$ cat src/rtl/cpu_pkg.sv
// Shared constants for the decode stage: immediate format codes, instruction
// field positions and register-file sizing helpers.
package cpu_pkg;

    localparam logic [2:0] IMM_I = 3'b000;
    localparam logic [2:0] IMM_S = 3'b001;
    localparam logic [2:0] IMM_B = 3'b010;
    localparam logic [2:0] IMM_U = 3'b011;
    localparam logic [2:0] IMM_J = 3'b100;

    localparam int RD_LSB  = 7;
    localparam int RS1_LSB = 15;
    localparam int RS2_LSB = 20;
    localparam int REG_AW  = 5;

    localparam int NREG_RV32E = 16;
    localparam int NREG_RV32I = 32;

    // x0 is hardwired and addresses beyond the implemented file do not exist.
    function automatic logic reg_exists(input logic [REG_AW-1:0] addr, input int nreg);
        return (addr != '0) && (int'(addr) < nreg);
    endfunction

endpackage

$ cat src/rtl/cpu_regfile.sv
// Architectural register file: one write port, two combinational read ports
// with x0/out-of-range handling and optional same-cycle write forwarding.
module cpu_regfile
    import cpu_pkg::*;
#(
    parameter int XLEN   = 32,
    parameter int NREG   = 32,
    parameter int BYPASS = 1
) (
    input  logic              clk_i,
    input  logic              rst_i,
    input  logic              wr_en,
    input  logic [4:0]        wr_addr,
    input  logic [XLEN-1:0]   wr_data,
    input  logic [4:0]        rd_addr_a,
    input  logic [4:0]        rd_addr_b,
    output logic [XLEN-1:0]   rd_data_a,
    output logic [XLEN-1:0]   rd_data_b
);

    localparam int AW = $clog2(NREG);

    logic [XLEN-1:0] regs_reg [NREG];
    logic            wr_ok;

    assign wr_ok = wr_en && reg_exists(wr_addr, NREG);

    always_ff @(posedge clk_i or posedge rst_i) begin
        if (rst_i) begin
            for (int i = 0; i < NREG; i++) begin
                regs_reg[i] <= '0;
            end
        end else if (wr_ok) begin
            regs_reg[wr_addr[AW-1:0]] <= wr_data;
        end
    end

    for (genvar gi = 0; gi < 2; gi++) begin : g_rd
        logic [4:0]      addr;
        logic [XLEN-1:0] data;

        assign addr = (gi == 0) ? rd_addr_a : rd_addr_b;

        always_comb begin
            data = '0;
            if (reg_exists(addr, NREG)) begin
                if ((BYPASS != 0) && wr_ok && (wr_addr == addr)) begin
                    data = wr_data;
                end else begin
                    data = regs_reg[addr[AW-1:0]];
                end
            end
        end
    end

    assign rd_data_a = g_rd[0].data;
    assign rd_data_b = g_rd[1].data;

endmodule

$ cat src/rtl/cpu_decode_pipe.sv
// Decode stage between fetch and execute: register read, immediate extension
// and a single registered output slot with valid/ready, stall, flush and bypass.
module cpu_decode_pipe
    import cpu_pkg::*;
#(
    parameter int XLEN   = 32,
    parameter int NREG   = 32,
    parameter int BYPASS = 1
) (
    input  logic              clk_i,
    input  logic              rst_i,
    input  logic              inst_valid_i,
    output logic              inst_ready_o,
    input  logic [31:0]       inst_i,
    input  logic [XLEN-1:0]   pc_i,
    input  logic [2:0]        imm_ext_sel_i,
    input  logic              flush_i,
    input  logic              wb_en_i,
    input  logic [4:0]        wb_addr_i,
    input  logic [XLEN-1:0]   wb_data_i,
    output logic              dec_valid_o,
    input  logic              dec_ready_i,
    output logic [XLEN-1:0]   dec_pc_o,
    output logic [4:0]        rs1_addr_o,
    output logic [4:0]        rs2_addr_o,
    output logic [4:0]        rd_addr_o,
    output logic [XLEN-1:0]   reg_a_o,
    output logic [XLEN-1:0]   reg_b_o,
    output logic [XLEN-1:0]   imm_ext_o
);

    logic            dec_valid_reg;
    logic [XLEN-1:0] pc_reg;
    logic [4:0]      rs1_reg;
    logic [4:0]      rs2_reg;
    logic [4:0]      rd_reg;
    logic [XLEN-1:0] reg_a_reg;
    logic [XLEN-1:0] reg_b_reg;
    logic [XLEN-1:0] imm_reg;

    logic [4:0]      rs1_addr;
    logic [4:0]      rs2_addr;
    logic [4:0]      rd_addr;
    logic [XLEN-1:0] rf_a;
    logic [XLEN-1:0] rf_b;
    logic [31:0]     imm32;
    logic [XLEN-1:0] imm_next;
    logic            accept;
    logic            stall;
    logic            wb_ok;
    logic            hold_fwd_a;
    logic            hold_fwd_b;
    logic            unused_opcode;

    assign rs1_addr      = inst_i[RS1_LSB +: REG_AW];
    assign rs2_addr      = inst_i[RS2_LSB +: REG_AW];
    assign rd_addr       = inst_i[RD_LSB  +: REG_AW];
    assign unused_opcode = ^inst_i[6:0];

    cpu_regfile #(
        .XLEN   (XLEN),
        .NREG   (NREG),
        .BYPASS (BYPASS)
    ) u_regfile (
        .clk_i     (clk_i),
        .rst_i     (rst_i),
        .wr_en     (wb_en_i),
        .wr_addr   (wb_addr_i),
        .wr_data   (wb_data_i),
        .rd_addr_a (rs1_addr),
        .rd_addr_b (rs2_addr),
        .rd_data_a (rf_a),
        .rd_data_b (rf_b)
    );

    always_comb begin
        imm32 = '0;
        case (imm_ext_sel_i)
            IMM_I:   imm32 = {{20{inst_i[31]}}, inst_i[31:20]};
            IMM_S:   imm32 = {{20{inst_i[31]}}, inst_i[31:25], inst_i[11:7]};
            IMM_B:   imm32 = {{19{inst_i[31]}}, inst_i[31], inst_i[7], inst_i[30:25],
                              inst_i[11:8], 1'b0};
            IMM_U:   imm32 = {inst_i[31:12], 12'b0};
            IMM_J:   imm32 = {{11{inst_i[31]}}, inst_i[31], inst_i[19:12], inst_i[20],
                              inst_i[30:21], 1'b0};
            default: imm32 = '0;
        endcase
        imm_next = XLEN'($signed(imm32));
    end

    assign inst_ready_o = !dec_valid_reg || dec_ready_i;
    assign accept       = inst_valid_i && inst_ready_o && !flush_i;
    assign stall        = dec_valid_reg && !dec_ready_i;
    assign wb_ok        = wb_en_i && reg_exists(wb_addr_i, NREG);

    // A stalled instruction must see write-backs that land while it waits.
    assign hold_fwd_a = (BYPASS != 0) && stall && wb_ok && (wb_addr_i == rs1_reg);
    assign hold_fwd_b = (BYPASS != 0) && stall && wb_ok && (wb_addr_i == rs2_reg);

    always_ff @(posedge clk_i or posedge rst_i) begin
        if (rst_i) begin
            dec_valid_reg <= 1'b0;
            pc_reg        <= '0;
            rs1_reg       <= '0;
            rs2_reg       <= '0;
            rd_reg        <= '0;
            reg_a_reg     <= '0;
            reg_b_reg     <= '0;
            imm_reg       <= '0;
        end else begin
            if (flush_i) begin
                dec_valid_reg <= 1'b0;
            end else if (accept) begin
                dec_valid_reg <= 1'b1;
            end else if (dec_ready_i) begin
                dec_valid_reg <= 1'b0;
            end

            if (accept) begin
                pc_reg    <= pc_i;
                rs1_reg   <= rs1_addr;
                rs2_reg   <= rs2_addr;
                rd_reg    <= rd_addr;
                reg_a_reg <= rf_a;
                reg_b_reg <= rf_b;
                imm_reg   <= imm_next;
            end else begin
                if (hold_fwd_a) begin
                    reg_a_reg <= wb_data_i;
                end
                if (hold_fwd_b) begin
                    reg_b_reg <= wb_data_i;
                end
            end
        end
    end

    assign dec_valid_o = dec_valid_reg;
    assign dec_pc_o    = pc_reg;
    assign rs1_addr_o  = rs1_reg;
    assign rs2_addr_o  = rs2_reg;
    assign rd_addr_o   = rd_reg;
    assign reg_a_o     = reg_a_reg;
    assign reg_b_o     = reg_b_reg;
    assign imm_ext_o   = imm_reg;

endmodule

$ cat config.mk
export PLATFORM = sky130hd
export DESIGN_NAME = cpu_decode_pipe
export DESIGN_NICKNAME = d
export VERILOG_FILES = /design/src/rtl/cpu_pkg.sv /design/src/rtl/cpu_regfile.sv /design/src/rtl/cpu_decode_pipe.sv
export SDC_FILE = /design/constraint.sdc
export NUM_CORES = 2
export LEC_CHECK = 0
export ABC_AREA = 1
export BUFFER_PORTS_ARGS = -buffer_cell sky130_fd_sc_hd__buf_2
export CAP_MARGIN = 10
export CORE_MARGIN = 8
export CORE_UTILIZATION = 30
export DETAILED_ROUTE_END_ITERATION = 16
export PLACE_DENSITY = 0.46
export SYNTH_ARGS = -nofsm -noshare
export SYNTH_HDL_FRONTEND = slang
export SYNTH_SLANG_ARGS = --single-unit
$ cat constraint.sdc
create_clock -name clk_i -period 52.9 [get_ports clk_i]
set_clock_uncertainty 0.1 [all_clocks]
set_input_delay 5.29 -clock clk_i [delete_from_list [all_inputs] [get_ports clk_i]]
set_output_delay 5.29 -clock clk_i [all_outputs]
set_load 0.02 [all_outputs]
Word-level counts from Yosys, hierarchy flattened
Cells that the tools add are included.
Widths: inputs -> output; s select.
{ "totals": {"input_bits": 110, "out_inout_bits": 145, "word_cells": 97, "register_bits": 1168} }
{ "op_classes": {"n_mux": 21, "magnitude_cmp": 4, "eq_ne": 8, "n_reduce_logical": 21, "bitwise": 3} }
{ "op_table": {"columns": ["operator", "n"], "rows": [
  ["$bwmux 1024", 1],
  ["$mux 32", 13],
  ["$bmux 32 s5", 2],
  ["$demux 32 s5", 1],
  ["$pmux 32 s5", 1],
  ["$eq 5x5->1", 4],
  ["$ge 6x6->1 const B", 3],
  ["$not 5->6", 3],
  ["$reduce_bool 5->1", 3],
  ["$logic_and 1x1->1", 10],
  ["$eq 3x2->1 const B", 2],
  ["$lt 6x1->1 const B", 1],
  ["$reduce_bool 2->1", 2],
  ["$eq 3x1->1 const B", 1],
  ["$eq 3x3->1 const B", 1],
  ["$logic_not 1->1", 3],
  ["$logic_not 3->1", 1],
  ["$mux 1", 3],
  ["$reduce_bool 3->1", 1],
  ["$logic_or 1x1->1", 1]
]} }

Depth between registers and ports, before layout
{ "logic_depth": {"ltp_word": 7, "ltp_mapped": 16, "ltp_nobuf": 13} }

Cells and area by module
From an unflattened synthesis, not the netlist that was laid out.
{ "hier_totals": {"hier_cells": 9326, "area_unflattened_um2": 65192.5} }
{ "by_module_without_submodules": {"columns": ["module", "cells_per_inst", "area_per_inst_um2", "instances"], "rows": [
  ["cpu_regfile", 8455, 58387.2, 1],
  ["cpu_decode_pipe", 871, 6805.3, 1]
]} }

Worst setup path after synthesis
OpenSTA, ideal clock, no wires.
{ "synth_timing": {"path_type": "in2out", "startpoint": "input port dec_ready_i", "endpoint": "output port inst_ready_o", "cell_stages": 2, "setup_slack_ns": 41.938, "arrival_ns": 5.572, "n_path_buf": 0, "t_required_ns": 47.510, "path_cell_list": "nor2_1 -> inv_1"} }
{ "synth_between": {"elab_chain_len": 1} }
{ "synth_lines": {"columns": ["element", "line", "source"], "rows": [
  ["start, declared", "cpu_decode_pipe.sv:22", "input logic dec_ready_i,"],
  ["$logic_or 1x1->1", "cpu_decode_pipe.sv:91", "assign inst_ready_o = !dec_valid_reg || dec_ready_i;"],
  ["end, declared", "cpu_decode_pipe.sv:13", "output logic inst_ready_o,"]
]} }
No other way between the ends.

Worst setup path in the final report
Ends and elaborated chain as after synthesis.

==> results.cfg <==
[status]
outcome = completed

[critical_path]
timing_worst_setup_path_type = input pin to output port
startpoint = dec_ready_i
reg2reg_from = dec_valid_o
crit_path_max_incr_delay_ns = 0.20
worst_setup_path_end_kind = output port
critPathCapture = inst_ready_o
required_ns = 47.51
startpoint_type = input pin
cp_cell_sequence = buf_2 -> nor2_1 -> inv_1 -> buf_2
critPathBufInv = 3
reg2reg_depth = 9
timing.reg2reg.setup_slack_ns = 49.60
worstPathArrival_ns = 5.90
crit_path_max_fanout = 3
critPathTopFamily = buffers and inverters
cp_common_cell = buf_2
rr_endpoint = reg_b_o[10]
cp.depth = 4
cp_slowest_cell = nor2_1

[clock_network]
postCtsResizedCells = 0
post_cts_buffers = 0
numCtsBuffers = 139
path_clk_slew_ns = 0.05
cts_tree = built
htreeDepth = 4
clockBufferDepth = 3
cts.sinks = 1168
root_buffer = clkbuf_16
insertion_delay_ns = 0.82
hold_buffers = 0

[min_path]
min-delay-start = u_regfile.regs_reg[1010]
worst_hold_path_type = flop to flop

[die]
floorplan.initialDensity = 0.301
row_count = 171
dieArea_sq_mm = 0.232
core_area_sq_mm = 0.217
io_pins = 255
chipHeight_microns = 482
die_w_microns = 482

[power_and_ir_drop]
irDropWorstVdd_v = 0.0000365
clockPowerShare = 0.363
p_leak_nw = 34.7
seqPwrFrac = 0.430
switchingPower_mw = 0.896
power.share.switching = 0.332
combinationalPowerShare = 0.207
p_int_mw = 1.80
power_density_mw_per_mm2 = 37.4

[logic_synthesis]
synth-edff-count = 0
synth_area_leader_cell = dfrtp_1
yosys-top-cells-count = nand2_1, o21ai_0, dfrtp_1, nand3_1, inv_1
ys_async_sr_fraction = 1.00
syn-cell-area_sq_mm = 0.0652
yosys_warnings = 0
ys_seq_area_frac = 0.448
synthCells = 9178
post-synth-top-count-cell = nand2_1
synth_cell_type_count = 41
synth_area_leaders = dfrtp_1, nand2_1, o21ai_0, nand3_1, o211ai_1
synth-seq-cells = 1168
synth_top_area_share = 0.448
ys.flop_type = dfrtp_1
syn-num-nets = 9288
synth_area_per_cell_sq_um = 7.10

[drt]
wl_met3_microns = 24100
dr_wl_met2_microns = 130000
avgRoutedWirePerCell_microns = 24.8
highest_layer = met5
dr.pass1.iters = 6
drtAntennaViolNets = 0
met1_length_microns = 128000
drt-vias-per-instance = 5.33
wirelength_microns = 294000
first_iter_violations = 7120
post-route-drc-count = 0
vias = 63100

[sta]
slew_viol_final = 0
rsz0062_at_grt = false
post-route-min-period_ns = 11.29
setup_viol = 0
clock.fmax_ghz = 0.0885
timing.final.crit_share = 0.214
tns_ns = 0
finalHoldViolCount = 0
tightest_slew_ns = 1.27
maxSlewHeadroom = 0.149

[global_route]
grt_pass1_wl_microns = 425000
grt.total_usage = 0.246
gr-total-overflow = 0
antenna_found_initial = 16
grt_max_degree = 198
grt_pass1_vias = 59800

[cells_and_area]
drive_gt1_frac = 0.0796
fin_util = 0.333
final_nets = 9007
area_delta_synth_final_pct = 10.7
largest_reg_flops = 1024

[flow_run]
maxCapViolCount = 0

[placement]
routabilityCongestion = 0.846
port-buffer-count = 247
hpwl_microns = 166000
==> layer usage <==
layer | global-route usage | vias to the layer above
met5 | 0 | -
met4 | 0.0858 | 4
met3 | 0.0429 | 533
met2 | 0.393 | 2766
met1 | 0.335 | 30700
li1 | - | 29200
==> worst reg2reg max path, stage by stage, from the launching register on <==
cell and delay (ns):
dfrtp_1 0.34, inv_1 0.04, nor2_1 0.19, inv_1 0.11, nor2_1 0.24, nand3_2 0.69, nand2_1 0.92, buf_4 0.39
nor2_1 0.08, a21oi_1 0.12
==> cells by family after synthesis <==
group                  count (synthesis)  synth area share
flip-flops                          1168             0.448
XOR/XNOR                              17           0.00228
buffers and inverters               1553            0.0999
AO/OA/AOI/OAI                       1987             0.168
AND/OR/NAND/NOR                     4453             0.281
==> area by class of cell <==
| cell class | count | area [sq um] |
|---|---|---|
| fillers | 23200 | 144000 |
| multi-input cells | 6457 | 29600 |
| flip-flops and latches | 1168 | 29200 |
| clock buffers | 203 | 4030 |
| well taps | 2854 | 3570 |
| inverters | 756 | 2900 |
| repair buffers | 375 | 2350 |
| clock inverters | 40 | 487 |
| diodes | 2 | 5.00 |
==> cell usage in the layout, fill, tap and decap left out, types with 10 or more instances in the layout <==
cell type / n
a21oi_1: 207
buf_2: 240
buf_4: 121
clkbuf_1: 33
clkbuf_16: 139
clkbuf_8: 31
clkinv_2: 19
dfrtp_1: 1168
inv_1: 732
inv_2: 11
inv_6: 11
nand2_1: 3012
nand2_4: 26
nand3_1: 964
nor2_1: 346
o211ai_1: 386
o21ai_0: 1344
o21ai_1: 27
or2_2: 58
xnor2_1: 10
==> power groups by stage <==
stage               registers (mW)  logic, mW  clock network (mW)
floorplan                     1.17      0.373                   0
global placement              1.17      0.545                   0
detailed placement            1.17      0.554                   0
CTS                           1.16      0.555                1.00
global route                  1.18      0.633                1.03
finish                        1.16      0.558               0.979
==> worst min path at each step <==
| stage | to | slack [ns] | depth (start not counted) |
|---|---|---|---|
| 2_1_floorplan | u_regfile.regs_reg[1010] | 0.35 | 1 |
| 3_3_place_gp | u_regfile.regs_reg[1009] | 0.28 | 0 |
| 3_5_place_dp | u_regfile.regs_reg[1011] | 0.29 | 0 |
| 4_1_cts | u_regfile.regs_reg[1010] | 0.30 | 0 |
| 5_1_grt | u_regfile.regs_reg[1003] | 0.31 | 0 |
| 6_report | u_regfile.regs_reg[1010] | 0.30 | 0 |
==> per-stage QoR <==
step,hold slack [ns],instance area (sq um),setup slack (ns),cells,total power [mW]
floorplan,0.345,65200,14.61,9178,1.55
global placement,0.282,67700,41.60,11600,1.71
detailed placement,0.286,67700,41.60,11600,1.72
CTS,0.300,72200,41.60,11900,2.71
global route,0.311,72200,41.54,11900,2.85
finish,0.295,72200,41.61,11900,2.70
(Power assumes the default switching activity.)
